**src/rtl/mem_access.sv**
```systemverilog
// rtl/mem_access.sv - MEM stage: data-memory bus access FSM with byte-lane steering and load extraction.
// Optional feature macro MEM_MISALIGN_TRAP_EN: misaligned half/word accesses trap instead of reaching the bus.
module mem_access (
   input  logic        clk,
   input  logic        rst,
   input  logic [31:0] ALU_co_pype,
   input  logic [31:0] read_data2_pype2,
   input  logic [1:0]  dsize_pype2,
   input  logic [1:0]  MemRW_pype2,
   input  logic [2:0]  funct3_pype2,
   input  logic [4:0]  WReg_pype2,
   input  logic        RegWrite_pype2,
   input  logic [1:0]  MemtoReg_pype2,
   input  logic [31:0] PCp4_pype2,
   output logic        dmem_req,
   output logic        dmem_we,
   output logic [31:0] dmem_addr,
   output logic [3:0]  dmem_be,
   output logic [31:0] dmem_wdata,
   input  logic [31:0] dmem_rdata,
   input  logic        dmem_ack,
   output logic [31:0] ALU_co_pype3,
   output logic [31:0] load_data_pype3,
   output logic [4:0]  WReg_pype3,
   output logic        RegWrite_pype3,
   output logic [1:0]  MemtoReg_pype3,
   output logic [31:0] PCp4_pype3,
   output logic        mem_busy,
   output logic        misalign_err
);

   typedef enum logic {S_IDLE, S_BUSY} state_t;

   state_t      r_state;
   state_t      w_next_state;

   logic [31:0] r_addr;
   logic [31:0] r_data;
   logic [31:0] r_pcp4;
   logic [1:0]  r_dsize;
   logic [1:0]  r_memtoreg;
   logic        r_store;
   logic        r_unsigned;
   logic [4:0]  r_wreg;
   logic        r_regwrite;

   logic        w_is_mem;
   logic        w_misalign;
   logic        w_start;
   logic [3:0]  w_be;
   logic [31:0] w_wdata;
   logic [1:0]  w_off;
   logic [31:0] w_shifted;
   logic [31:0] w_load_val;
   logic        w_unused;

   assign w_unused = ^funct3_pype2[1:0];
   assign w_is_mem = (MemRW_pype2 == 2'b01) || (MemRW_pype2 == 2'b10);

`ifdef MEM_MISALIGN_TRAP_EN
   assign w_misalign = w_is_mem &&
                       (((dsize_pype2 == 2'b01) && ALU_co_pype[0]) ||
                        (dsize_pype2[1] && (ALU_co_pype[1:0] != 2'b00)));
`else
   assign w_misalign = 1'b0;
`endif

   assign w_start = w_is_mem && !w_misalign;

   always_comb begin
      w_be    = 4'b1111;
      w_wdata = r_data;
      if (r_store) begin
         case (r_dsize)
            2'b00: begin
               w_be    = 4'b0001 << r_addr[1:0];
               w_wdata = {4{r_data[7:0]}};
            end
            2'b01: begin
               w_be    = r_addr[1] ? 4'b1100 : 4'b0011;
               w_wdata = {2{r_data[15:0]}};
            end
            default: begin
               w_be    = 4'b1111;
               w_wdata = r_data;
            end
         endcase
      end
   end

   // Low address bits that cannot address a lane of this size are ignored.
   always_comb begin
      w_off = 2'b00;
      case (r_dsize)
         2'b00:   w_off = r_addr[1:0];
         2'b01:   w_off = {r_addr[1], 1'b0};
         default: w_off = 2'b00;
      endcase
      w_shifted = dmem_rdata >> {w_off, 3'b000};
      case (r_dsize)
         2'b00:   w_load_val = r_unsigned ? {24'b0, w_shifted[7:0]}
                                          : {{24{w_shifted[7]}}, w_shifted[7:0]};
         2'b01:   w_load_val = r_unsigned ? {16'b0, w_shifted[15:0]}
                                          : {{16{w_shifted[15]}}, w_shifted[15:0]};
         default: w_load_val = w_shifted;
      endcase
   end

   always_comb begin
      w_next_state = r_state;
      mem_busy     = 1'b0;
      dmem_req     = 1'b0;
      dmem_we      = 1'b0;
      dmem_be      = 4'b0000;
      dmem_addr    = 32'b0;
      dmem_wdata   = 32'b0;
      case (r_state)
         S_IDLE: begin
            mem_busy = w_start && !rst;
            if (w_start) begin
               w_next_state = S_BUSY;
            end
         end
         S_BUSY: begin
            mem_busy   = !rst;
            dmem_req   = 1'b1;
            dmem_we    = r_store;
            dmem_be    = w_be;
            dmem_addr  = {r_addr[31:2], 2'b00};
            dmem_wdata = w_wdata;
            if (dmem_ack) begin
               w_next_state = S_IDLE;
            end
         end
         default: w_next_state = S_IDLE;
      endcase
      if (rst) begin
         w_next_state = S_IDLE;
      end
   end

   always_ff @(posedge clk) begin
      if (rst) begin
         r_state         <= S_IDLE;
         r_addr          <= 32'b0;
         r_data          <= 32'b0;
         r_pcp4          <= 32'b0;
         r_dsize         <= 2'b0;
         r_memtoreg      <= 2'b0;
         r_store         <= 1'b0;
         r_unsigned      <= 1'b0;
         r_wreg          <= 5'b0;
         r_regwrite      <= 1'b0;
         ALU_co_pype3    <= 32'b0;
         load_data_pype3 <= 32'b0;
         WReg_pype3      <= 5'b0;
         RegWrite_pype3  <= 1'b0;
         MemtoReg_pype3  <= 2'b0;
         PCp4_pype3      <= 32'b0;
         misalign_err    <= 1'b0;
      end else begin
         r_state      <= w_next_state;
         misalign_err <= (r_state == S_IDLE) && w_misalign;
         case (r_state)
            S_IDLE: begin
               if (w_is_mem) begin
                  RegWrite_pype3 <= 1'b0;
                  WReg_pype3     <= 5'b0;
                  if (w_start) begin
                     r_addr     <= ALU_co_pype;
                     r_data     <= read_data2_pype2;
                     r_pcp4     <= PCp4_pype2;
                     r_dsize    <= dsize_pype2;
                     r_memtoreg <= MemtoReg_pype2;
                     r_store    <= (MemRW_pype2 == 2'b10);
                     r_unsigned <= funct3_pype2[2];
                     r_wreg     <= WReg_pype2;
                     r_regwrite <= RegWrite_pype2;
                  end
               end else begin
                  ALU_co_pype3    <= ALU_co_pype;
                  load_data_pype3 <= 32'b0;
                  WReg_pype3      <= WReg_pype2;
                  RegWrite_pype3  <= RegWrite_pype2;
                  MemtoReg_pype3  <= MemtoReg_pype2;
                  PCp4_pype3      <= PCp4_pype2;
               end
            end
            S_BUSY: begin
               if (dmem_ack) begin
                  ALU_co_pype3    <= r_addr;
                  load_data_pype3 <= r_store ? 32'b0 : w_load_val;
                  WReg_pype3      <= r_wreg;
                  RegWrite_pype3  <= r_regwrite;
                  MemtoReg_pype3  <= r_memtoreg;
                  PCp4_pype3      <= r_pcp4;
               end else begin
                  RegWrite_pype3 <= 1'b0;
                  WReg_pype3     <= 5'b0;
               end
            end
            default: begin
               RegWrite_pype3 <= 1'b0;
               WReg_pype3     <= 5'b0;
            end
         endcase
      end
   end

endmodule

```
**config.mk**
```make
export PLATFORM = sky130hd
export DESIGN_NAME = mem_access
export DESIGN_NICKNAME = d
export VERILOG_FILES = /design/src/rtl/mem_access.sv
export SDC_FILE = /design/constraint.sdc
export NUM_CORES = 1
export LEC_CHECK = 0
export CAP_MARGIN = 25
export CORE_ASPECT_RATIO = 1.1
export CORE_MARGIN = 5
export CORE_UTILIZATION = 45
export DETAILED_ROUTE_END_ITERATION = 16
export PLACE_DENSITY = 0.78
export SLEW_MARGIN = 20
export SYNTH_ARGS = -nofsm -noshare
export SYNTH_HDL_FRONTEND = slang
export SYNTH_SLANG_ARGS = --single-unit
```
**constraint.sdc**
```tcl
create_clock -name clk -period 2.6 [get_ports clk]
set_input_delay 0.52 -clock clk [delete_from_list [all_inputs] [get_ports clk]]
set_output_delay 0.52 -clock clk [all_outputs]
set_load 0.05 [all_outputs]
```
==> impl_metrics.py <==
metrics = {
    "timing": {
        "tightest_slew_ps": 669,
        "clock.fmax_mhz": 402,
        "whs_ps": 391,
        "setup_slack_ps": 114,
        "post-route-min-period_ps": 2490,
        "setup_viol": 0,
        "finalCritPeriodShare_pct": 95.6,
        "slew_viol_final": 0,
        "finalClockSkew_ps": 7.33,
        "rsz0062_at_grt": "no",
        "hold_viol": 0,
        "slew_headroom_pct": 55.4,
    },
    "power_and_ir_drop": {
        "seqPwrFrac_pct": 39.7,
        "power_frac_clock_pct": 33.3,
        "leakage_nw": 5.14,
        "p_sw_mw": 3.03,
        "power_frac_comb_pct": 27.0,
        "power_density_nw_per_um2": 691,
        "ir_drop_mv": 0.546,
        "p_int_mw": 6.36,
        "power_mw": 9.39,
        "p_sw_share_pct": 32.3,
    },
    "yosys": {
        "synth_edf_count": 0,
        "synth_xor_area_share_pct": 0,
        "yosysUniqueCellTypes": 38,
        "syn_area_um2": 9150,
        "synthArstFlopShare_pct": 0,
        "synth_cells": 1146,
        "yosys.area.top_type": "dfxtp_1",
        "synth_seq_cells": 213,
        "synthTopCellsByArea": "dfxtp_1 (47%), nand2_1 (11%), a21oi_1 (11%)",
        "synth-compound-area-share_pct": 21.2,
        "synth_fa_ha_area_share_pct": 0.137,
        "synth-simple-area-share_pct": 19.4,
        "muxShareOfSynthArea_pct": 7.22,
        "synth_top_family_by_area": "compound AO/OA/AOI/OAI gates",
        "ys_warn_count": 0,
        "yosysTopAreaCellShare_pct": 46.6,
        "yosysSeqAreaShare_pct": 46.6,
        "synth_top_flop_cell": "dfxtp_1",
        "avgSynthCellArea_um2": 7.98,
    },
    "cells_and_area": {
        "final_cell_mix": "nand2_1 (264), clkdlybuf4s50_1 (246), dfxtp_1 (211), a21oi_1 (192), nor2_1 (95)",
        "nNetsFinal": 1569,
        "final_common_cell": "nand2_1",
        "drive_gt1_share_pct": 9.83,
        "area_growth_pct": 48.6,
    },
    "routing": {
        "drtAntennaViolNets": 0,
        "wl_met1_um": 12200,
        "remaining_drc_errors": 0,
        "drt_iter0_markers": 566,
        "top_layer": "met4",
        "routedWlPerCell_um": 17.6,
        "drt_pass1_iterations": 7,
        "viasPerCell": 5.38,
        "wl_um": 29700,
        "num_vias": 9076,
        "wl_met3_um": 1980,
        "met2_wirelength_um": 14300,
    },
    "hold_path": {
        "min-delay-path-class": "in2reg",
        "holdCritStartpoint": "rst",
    },
    "critical_path": {
        "critical_path_peak_fanout": 26,
        "crit_family": "buffers and inverters",
        "cp-end-kind": "primary output",
        "startpoint": "r_dsize[1]",
        "critPathSlowestCell": "dfxtp_1",
        "cpPeakStageDelay_ps": 310,
        "start_kind": "flop",
        "path_cells": "buf_4 -> nor2b_2 -> buf_12 -> nor2_1 -> a211oi_2 -> buf_12",
        "critPathRequiredTime_ps": 2080,
        "critical_path_arrival_ps": 1970,
        "reg2reg_from": "r_state",
        "critical_path_buf_inv_count": 3,
        "crit_type": "reg2out",
        "cpMostUsedCell": "buf_12",
    },
    "global_routing": {
        "gr-total-overflow": 0,
        "grt_pass1_wl_um": 46900,
        "grt.total_usage_pct": 24.0,
        "grt_pass1_vias": 8863,
        "antenna_found_initial": 1,
        "grt_max_degree": 103,
    },
    "floorplanning": {
        "rows": 54,
        "die_h_um": 160,
        "start_util_pct": 45.9,
        "core_area_um2": 19900,
        "die_w_um": 146,
        "dieArea_um2": 23300,
        "io-pin-count": 322,
    },
    "clock_network": {
        "clock-sinks": 213,
        "cts_tree": "done",
        "clockRootBuffer": "clkbuf_16",
        "h-tree-depth": 1,
        "worstSkewPairLatency_ps": 510,
        "path_clk_slew_ps": 60,
        "clock_path_buffers": 3,
        "numCtsBuffers": 23,
        "hold_buffers": 0,
    },
    "place": {
        "place_ws_ps": -11.6,
        "portBuffers": 316,
        "place_congestion": 0.885,
        "place_hpwl_um": 20200,
    },
    "flow_run": {
        "cap_violations": 0,
    },
    "outcome": {
        "outcome": "complete, no violations",
    },
}
## metrics by stage
| stage | setup TNS (ps) | utilization (%) | cell area [um^2] | instances |
|---|---|---|---|---|
| after floorplan | -3620 | - | 9210 | 1148 |
| after detailed placement | -43.5 | 64.6 | 12900 | 1647 |
| final | 0 | 68.2 | 13600 | 1687 |
| after global placement | 0 | 64.6 | 12900 | 1647 |
| after global routing | 0 | 68.2 | 13600 | 1687 |
| after CTS | 0 | 68.0 | 13600 | 1684 |
## cell families (layout without fill, tap and decap cells)
family	Yosys count	count (layout)
and+or+nand+nor	428	428
AOI/OAI and AO/OA	325	325
DFF	213	213
buffers and inverters	120	406
muxes	58	58
adders and majority gates	1	1
other	1	4
## path summary, 6_finish.rpt
check                                   endpoint  cells after the start  slack, ps
worst max-delay path              dmem_wdata[26]                      6        110
worst min register to register        r_addr[17]                      2        450
worst min-delay path                   r_wreg[1]                      2        390
worst max register to register  ALU_co_pype3[19]                      6        380
## metal layers
metal / vias up / track usage [%]
met5: - / 0
met4: 0 / 9.84
met3: 75 / 5.07
met2: 345 / 40.4
met1: 4191 / 30.1
li1: 4465 / -
## timing repair
item	4_1_cts	5_1_grt
setup buffers	0	2
gates resized for setup	32	1
setup endpoints to repair	50	4
pin swaps	0	2
## worst register-to-register path, stage by stage (launching register included)
cell	delay, ps
dfxtp_4	510
buf_8	220
buf_4	170
mux2_4	300
buf_4	570
nor2_1	130
a211oi_1	240
## Yosys cell counts (5+ instances only)
cell      instances
dfxtp_1         213
nand3_1          14
a22o_1            5
mux2i_1          45
nor2_1           97
a22oi_1          12
buf_1            16
buf_2            23
and2_1           40
mux2_2            8
o32ai_1          14
inv_1            17
o21ai_0          18
clkbuf_1         60
a211oi_1         74
a21oi_1         193
nand2_1         264
## sequential cells by signal, summed over array words and instances (netlist names)
| signal | cells |
|---|---|
| r_data | 32 |
| r_addr | 32 |
| r_pcp4 | 32 |
| load_data_pype3 | 32 |
| r_memtoreg | 2 |
| WReg_pype3 | 5 |
| r_wreg | 5 |
| r_state | 1 |
| RegWrite_pype3 | 1 |
| r_dsize | 2 |
| MemtoReg_pype3 | 2 |
| r_unsigned | 1 |
| r_regwrite | 1 |
| PCp4_pype3 | 32 |
| ALU_co_pype3 | 32 |
| r_store | 1 |
## layout make-up
cell class,instances,area [um^2]
diodes,1,2.50
clock buffers,32,659
clock inverters,5,53.8
fillers,1610,6340
inverters,17,66.3
multi-input cells,815,4470
flip-flops and latches,213,4270
well taps,252,315
repair buffers,352,3760
## power by group through the flow
stage | combinational [mW] | sequential, mW | clock [mW]
after detailed placement | 2.53 | 3.80 | 0
after global placement | 2.50 | 3.79 | 0
after floorplan | 1.05 | 4.29 | 0
final | 2.53 | 3.73 | 3.13
after global routing | 2.70 | 3.77 | 3.33
after CTS | 2.53 | 3.74 | 3.20
Power figures use the tool's default switching activity.
